### src/rtl/handshake_burst_tx.sv
// handshake_burst_tx: valid/ready burst source.
// A start command with a non-zero length emits that many beats of
// incrementing data, honouring downstream backpressure. Every output is
// driven straight from a register.
// Optional feature macro: HANDSHAKE_BURST_TX_CHECKSUM_EN appends one
// XOR-checksum beat (carrying last_o) after the payload beats.
module handshake_burst_tx #(
  parameter int DATA_W     = 8,
  parameter int LEN_W      = 8,
  parameter int GAP_CYCLES = 0
) (
  input  logic              clk,
  input  logic              reset_n,
  input  logic              start_i,
  input  logic [LEN_W-1:0]  len_i,
  input  logic [DATA_W-1:0] seed_i,
  output logic              valid_o,
  input  logic              ready_i,
  output logic [DATA_W-1:0] data_o,
  output logic              last_o,
  output logic              busy_o,
  output logic              done_o
);

  typedef enum logic [1:0] {
    IDLE = 2'd0,
    SEND = 2'd1,
    GAP  = 2'd2
  } state_t;

  // The gap counter counts down to zero, so it is loaded with one less than
  // the number of gap cycles to spend in GAP.
  localparam logic [7:0] GAP_LOAD = (GAP_CYCLES == 0) ? 8'd0 : 8'(GAP_CYCLES - 1);

  state_t             state;
  logic [LEN_W-1:0]   remaining;
  logic [7:0]         gap_cnt;
  logic               beat_xfer;
  logic               final_beat;

`ifdef HANDSHAKE_BURST_TX_CHECKSUM_EN
  logic [DATA_W-1:0]  csum;
  logic               csum_phase;
`endif

  // Transfer detection and identification of the beat that closes the burst.
  always_comb begin
    beat_xfer = valid_o & ready_i;
`ifdef HANDSHAKE_BURST_TX_CHECKSUM_EN
    final_beat = csum_phase;
`else
    final_beat = (remaining == LEN_W'(1));
`endif
  end

  // Burst FSM with registered handshake outputs and status flags.
  always_ff @(posedge clk or negedge reset_n) begin
    if (!reset_n) begin
      state      <= IDLE;
      valid_o    <= 1'b0;
      data_o     <= '0;
      last_o     <= 1'b0;
      busy_o     <= 1'b0;
      done_o     <= 1'b0;
      remaining  <= '0;
      gap_cnt    <= 8'd0;
`ifdef HANDSHAKE_BURST_TX_CHECKSUM_EN
      csum       <= '0;
      csum_phase <= 1'b0;
`endif
    end else begin
      case (state)
        IDLE: begin
          done_o <= 1'b0;
          if (start_i && (len_i != LEN_W'(0))) begin
            state     <= SEND;
            valid_o   <= 1'b1;
            data_o    <= seed_i;
            remaining <= len_i;
            busy_o    <= 1'b1;
`ifdef HANDSHAKE_BURST_TX_CHECKSUM_EN
            last_o     <= 1'b0;
            csum       <= '0;
            csum_phase <= 1'b0;
`else
            last_o    <= (len_i == LEN_W'(1));
`endif
          end
        end

        SEND: begin
          done_o <= 1'b0;
          if (beat_xfer) begin
            if (final_beat) begin
              // Burst complete: drop valid on the edge of the last transfer.
              valid_o <= 1'b0;
              last_o  <= 1'b0;
`ifdef HANDSHAKE_BURST_TX_CHECKSUM_EN
              csum_phase <= 1'b0;
`endif
              if (GAP_CYCLES == 0) begin
                state  <= IDLE;
                busy_o <= 1'b0;
                done_o <= 1'b1;
              end else begin
                state   <= GAP;
                gap_cnt <= GAP_LOAD;
              end
            end
`ifdef HANDSHAKE_BURST_TX_CHECKSUM_EN
            else if (remaining == LEN_W'(1)) begin
              // Last payload beat gone: follow it directly with the checksum.
              data_o     <= csum ^ data_o;
              last_o     <= 1'b1;
              csum_phase <= 1'b1;
              remaining  <= '0;
            end
`endif
            else begin
              data_o    <= data_o + DATA_W'(1);
              remaining <= remaining - LEN_W'(1);
`ifdef HANDSHAKE_BURST_TX_CHECKSUM_EN
              csum      <= csum ^ data_o;
              last_o    <= 1'b0;
`else
              last_o    <= (remaining == LEN_W'(2));
`endif
            end
          end
        end

        GAP: begin
          if (gap_cnt == 8'd0) begin
            state  <= IDLE;
            busy_o <= 1'b0;
            done_o <= 1'b1;
          end else begin
            gap_cnt <= gap_cnt - 8'd1;
          end
        end

        default: begin
          state   <= IDLE;
          valid_o <= 1'b0;
          last_o  <= 1'b0;
          busy_o  <= 1'b0;
          done_o  <= 1'b0;
        end
      endcase
    end
  end

endmodule
### config.mk
export PLATFORM = sky130hd
export DESIGN_NAME = handshake_burst_tx
export DESIGN_NICKNAME = d
export VERILOG_FILES = /design/src/rtl/handshake_burst_tx.sv
export SDC_FILE = /design/constraint.sdc
export NUM_CORES = 1
export LEC_CHECK = 0
export BUFFER_PORTS_ARGS = -buffer_cell sky130_fd_sc_hd__buf_2
export CAP_MARGIN = 20
export CORE_ASPECT_RATIO = 0.7
export CORE_MARGIN = 2
export CORE_UTILIZATION = 47
export CTS_CLUSTER_SIZE = 8
export DETAILED_ROUTE_END_ITERATION = 10
export GPL_TIMING_DRIVEN = 0
export PLACE_DENSITY = 0.72
export REMOVE_ABC_BUFFERS = 1
export SYNTH_ARGS = -nofsm -noshare
export SYNTH_HDL_FRONTEND = slang
export SYNTH_SLANG_ARGS = --single-unit
### constraint.sdc
create_clock -name clk -period 2.4 [get_ports clk]
set_input_delay 0.24 -clock clk [delete_from_list [all_inputs] [get_ports clk]]
set_output_delay 0.24 -clock clk [all_outputs]
set_load 0.01 [all_outputs]
==> flow_summary.ini, run 1 <==
[timing]
totalNegativeSetupSlack_ns = 0
finalCritPeriodShare_pct = 84.5
worstMarginPinSlew_ns = 0.613
min_period_ns = 2.03
hold_viol_final = 0
finalSetupViolCount = 0
slew_viol_final = 0
slew_headroom_pct = 58.8
fin_skew_ns = 0.00173
worst_slack_ns = 0.372
rsz0062_at_grt = no
max_freq_mhz = 493

[finish]
final_cell_count_no_fill = 201
drive_above_1_share_pct = 29.9
nNetsFinal = 192
n_antenna_cell = 0
synthToLayoutAreaGrowth_pct = 16.6
stdcell_area_um2 = 1510

[route]
drt-initial-drc-count = 112
post-route-drc-count = 0
via_count = 1217
ant_nets = 0
via_per_inst = 6.05
dr.pass1.iters = 4
detail_route.wl_per_cell_um = 16.1
wl_um = 3240

[cts]
clock_path_buffers = 2
ctsHtreeMaxLevel = 1
clock-sinks = 19
path_clk_slew_ns = 0.07
clock_latency_ns = 0.26
numCtsBuffers = 3
root_buffer = clkbuf_8
cts_tree = done

[floorplan]
initial_utilization_pct = 51.1
fp.dieH_um = 47.9
dieArea_um2 = 3200
coreArea_um2 = 2530
row_count = 15
ios = 32
chipWidth_um = 66.7

[placement]
dp.cells = 196
post-dp-hpwl_um = 2390
port_buffers = 31
dpl-instance-area_um2 = 1450
pre_cts_ws_ns = 0.0142
gp_congestion = 0.883

[synth]
synthCells = 137
synthesis.area_um2 = 1290
ys.flop_type = dfrtp_1
synth_warnings = 0
ys_async_sr_fraction_pct = 100
yosysMostFrequentCell = dfrtp_1
ys_types = 46
ys_top_cells_by_count = dfrtp_1, nor2_1, a21oi_1, inv_1
synth.area.top_cells = dfrtp_1, ha_1, a21oi_1, nor4_4, nor2_1
synth_top_area_share_pct = 36.7
synth_top_cell_by_area = dfrtp_1
syn_avg_cell_area_um2 = 9.45
yosysSeqAreaShare_pct = 36.7
ys_ff_latch = 19
synth_edf_count = 0

[worst_setup_path]
critPathTopFamily = compound AO/OA/AOI/OAI gates
critPathMaxStageDelay_ns = 0.77
worst-setup-path-type = register to register
cp_max_fo = 35
required_ns = 2.57
critPathArrivalTime_ns = 2.20
worstSetupEndpointType = register
crit_path_cell_trace = nand2_1 > a31oi_2 > nor2_4 > a221oi_2
critical-path-slowest-cell = dfrtp_2
critPathLaunchType = register
crit_buf_inv = 0

[pwr]
power_frac_clock_pct = 13.7
power_frac_seq_pct = 38.9
p_switching_uw = 728
vdd_drop_max_mv = 0.454
combPwrFrac_pct = 47.4
leakagePower_nw = 0.674
p_per_area_nw_per_um2 = 1100
netSwitchingFraction_pct = 43.9
power.internal_uw = 930

[grt]
grt_usage_pct = 23.7
grt_max_degree = 36
grt.overflow.total = 0
first_global_vias = 1133
grt_pass1_wl_um = 5540
antenna_found_initial = 0

[run]
drv_cap = 0

[status]
status = finished, final reports clean

[worst_hold_path]
hp-class = primary input to register
worst reg2reg max path, stage by stage (launching register included):
cell      delay (ns)
dfrtp_2         0.77
nand2_1         0.23
a31oi_2         0.51
nor2_4          0.14
a221oi_2        0.29
worst paths after layout:
| kind | start | endpoint | slack, ns | cells after the start |
|---|---|---|---|---|
| max in group asynchronous | reset_n | valid_o | 1.63 | 2 |
| max reg2reg | valid_o | remaining[5] | 0.37 | 4 |
| max | valid_o | remaining[5] | 0.37 | 4 |
| min reg2reg | last_o | last_o | 0.49 | 1 |
| min | seed_i[4] | data_o[4] | 0.27 | 3 |
| min in group asynchronous | reset_n | remaining[1] | 0.45 | 2 |
final cells by class:
cell class              count  area, µm²
inverters                   9       33.8
fillers                   252       1020
repair buffers             32        165
flip-flops and latches     19        477
clock buffers               4       45.0
well taps                  34       42.5
multi-input cells         103        747
placed cells by master (no fill, tap or decap), types with 3 or more instances in the layout:
cell type  count
buf_2         31
dfrtp_1       18
nor2_1        11
inv_1          9
a21oi_1        9
nand3_1        8
o21ai_0        8
nand2_1        7
nor3_1         4
nor2b_1        4
nand4_1        4
ha_1           4
and4_1         3
mux2i_1        3
clkbuf_8       3
logic make-up after synthesis:
group / Yosys count / synth area share, %
adders and majority gates: 4 / 3.86
DFF: 19 / 36.7
AOI/OAI and AO/OA: 46 / 27.7
muxes: 4 / 3.19
and+or+nand+nor: 49 / 22.9
buffers and inverters: 15 / 5.60
power groups by stage:
stage	logic [mW]	clock network, mW	registers [mW]
floorplan	0.537	0	0.638
finish	0.786	0.227	0.645
detailed placement	0.789	0	0.644
global placement	0.751	0	0.631
CTS	0.791	0.231	0.640
global route	0.885	0.247	0.671
per-layer routing:
layer  track usage (%)  share of wire [%]  vias up  routed length [µm]
li1                  -                  -      580                   -
met1              32.5                 46      593                1490
met2              39.2                 47       42                1530
met3              5.65                6.3        2                 204
met4              4.90               0.37        0                  12
met5                 0                  0        -                   0
state kept, by name, indices dropped and copies added, names as in the netlist:
signal and cells:
data_o 8, done_o 1, remaining 8, last_o 1
valid_o 1
through the flow:
stage	utilization (%)	hold WS (ns)	total power [mW]
4_1_cts	59.6	0.263	1.66
2_1_floorplan	-	-0.0556	1.17
3_3_place_gp	57.4	0.212	1.38
3_5_place_dp	57.4	0.210	1.43
6_report	59.6	0.269	1.66
5_1_grt	59.6	0.258	1.80
what timing repair did:
action	4_1_cts	5_1_grt
endpoints found under the setup margin	2	0
setup buffers	0	0
hold buffers	1	0
endpoints found under the hold margin	19	0
gates resized for setup	1	0
Note: power is estimated with default switching activity, not from simulation.
==> inputs of run 2 (changes only) <==
==> constraint.sdc (replaced) <==
create_clock -name clk -period 2.07 [get_ports clk]
set_input_delay 0.207 -clock clk [delete_from_list [all_inputs] [get_ports clk]]
set_output_delay 0.207 -clock clk [all_outputs]
set_load 0.01 [all_outputs]
==> flow_summary.ini, run 2 (synthesis results as in run 1) <==
[grt]
grt_usage_pct = 23.7
grt_use_met2_pct = 39.2
grt_pass1_wl_um = 5540
top_usage_layer = met2
grt_max_degree = 36
first_global_vias = 1133
antenna_found_initial = 0
grt_use_met3_pct = 5.65
grt.overflow.total = 0
use_met1_pct = 32.5

[cts]
cts_tree = done
cts_setup_buffers = 0
numCtsBuffers = 3
root_buffer = clkbuf_8
ctsHtreeMaxLevel = 1
clock-sinks = 19
clock_path_buffers = 2
clock_latency_ns = 0.26
path_clk_slew_ns = 0.07

[floorplan]
chipWidth_um = 66.7
row_count = 15
coreArea_um2 = 2530
fp.dieH_um = 47.9
ios = 32
dieArea_um2 = 3200
initial_utilization_pct = 51.1

[route]
ant_nets = 0
via_count = 1217
detail_route.wl_per_cell_um = 16.1
wl_um = 3240
dr.pass1.iters = 4
via_per_inst = 6.05
post-route-drc-count = 0
drt-initial-drc-count = 112

[timing]
min_period_ns = 1.94
fin_skew_ns = 0.00173
worstMarginPinSlew_ns = 0.613
rsz0062_at_grt = no
finalSetupViolCount = 0
slew_headroom_pct = 58.8
whs_ns = 0.236
max_freq_mhz = 516
slew_viol_final = 0
hold_viol_final = 0
finalCritPeriodShare_pct = 93.6

[placement]
dp.cells = 196
gp_congestion = 0.883
post-dp-hpwl_um = 2390
port_buffers = 31
dpl-instance-area_um2 = 1450

[worst_setup_path]
reg2reg_from = remaining[3]
worstSetupEndpointType = register
worst-setup-path-type = register to register
r2r_cells = 4
critPathLaunchType = register
cp_max_fo = 11
critPathMaxStageDelay_ns = 0.46
critPathArrivalTime_ns = 2.09
required_ns = 2.22
rrSetupSlack_ns = 0.13
r2r-end = remaining[2]
crit_path_cell_trace = nor4_4 > a31o_2 > nand2_1 > o221a_2
critical-path-slowest-cell = dfrtp_1

[pwr]
p_per_area_nw_per_um2 = 1270
power.internal_mw = 1.08
power_frac_clock_pct = 13.7
netSwitchingFraction_pct = 43.9
power_frac_seq_pct = 39.0
power_mw = 1.92
p_switching_uw = 844
combPwrFrac_pct = 47.4
leakagePower_nw = 0.675
vdd_drop_max_mv = 0.526

[finish]
synthToLayoutAreaGrowth_pct = 16.8
final_cell_mix = buf_2, dfrtp_1, nor2_1
nNetsFinal = 192
fin_util_pct = 59.7
largest_registers = data_o: 8 flops, remaining: 8 flops
drive_above_1_share_pct = 29.9
stdcell_area_um2 = 1510
n_antenna_cell = 0
final_common_cell = buf_2
final_cell_count_no_fill = 201

[worst_hold_path]
min_path_cells = 3
holdPathEnd = data_o[4]
hp-class = primary input to register
hold_start = seed_i[4]

[run]
drv_cap = 0

[status]
status = finished, final reports clean
-- run 2: cell count changes in the layout (fill, tap and decap cells not counted) --
cell,previous run,this run
dfrtp_2,1,0
dfrtp_4,0,1
-- run 2: worst max-delay path by stage --
stage,startpoint,to,slack (ns),cells past startpoint
global route,remaining[3],remaining[2],0.01,4
detailed placement,valid_o,remaining[5],-0.32,4
global placement,valid_o,remaining[6],-0.25,4
floorplan,valid_o,remaining[5],0.07,4
CTS,valid_o,remaining[5],0.04,4
finish,remaining[3],remaining[2],0.13,4
-- run 2: per-layer routing --
layer / routed length (µm) / vias to the layer above
met1: 1490 / 593
met2: 1530 / 42
met4: 12 / 0
li1: - / 580
met3: 204 / 2
met5: 0 / -
-- run 2: worst max-delay path: cells and delay by family, from the launching register on --
kind,cells,cell delay [ns]
flops,1,0.46
compound gates,2,0.69
simple gates,2,0.68
-- run 2: power groups by stage --
stage | logic (mW) | registers [mW] | clock network [mW]
after floorplan | 0.622 | 0.740 | 0
after global routing | 1.03 | 0.780 | 0.287
after CTS | 0.917 | 0.742 | 0.268
final | 0.911 | 0.750 | 0.263
after global placement | 0.871 | 0.731 | 0
after detailed placement | 0.915 | 0.747 | 0
-- run 2: per-stage QoR --
step / setup TNS (ns) / setup WS (ns)
global placement: -2.63 / -0.250
detailed placement: -3.39 / -0.316
finish: 0 / 0.132
CTS: 0 / 0.0420
global route: 0 / 0.0140
floorplan: 0 / 0.0692
-- run 2: layout make-up --
class | instances | area, µm²
well taps | 34 | 42.5
repair buffers | 32 | 165
clock buffers | 4 | 45.0
flip-flops and latches | 19 | 479
multi-input cells | 103 | 747
fillers | 252 | 1020
inverters | 9 | 33.8
-- run 2: what timing repair did --
item,CTS,global route
resized for setup,1,1
endpoints found under the hold margin,19,0
setup endpoints to repair,16,11
hold buffers,1,0
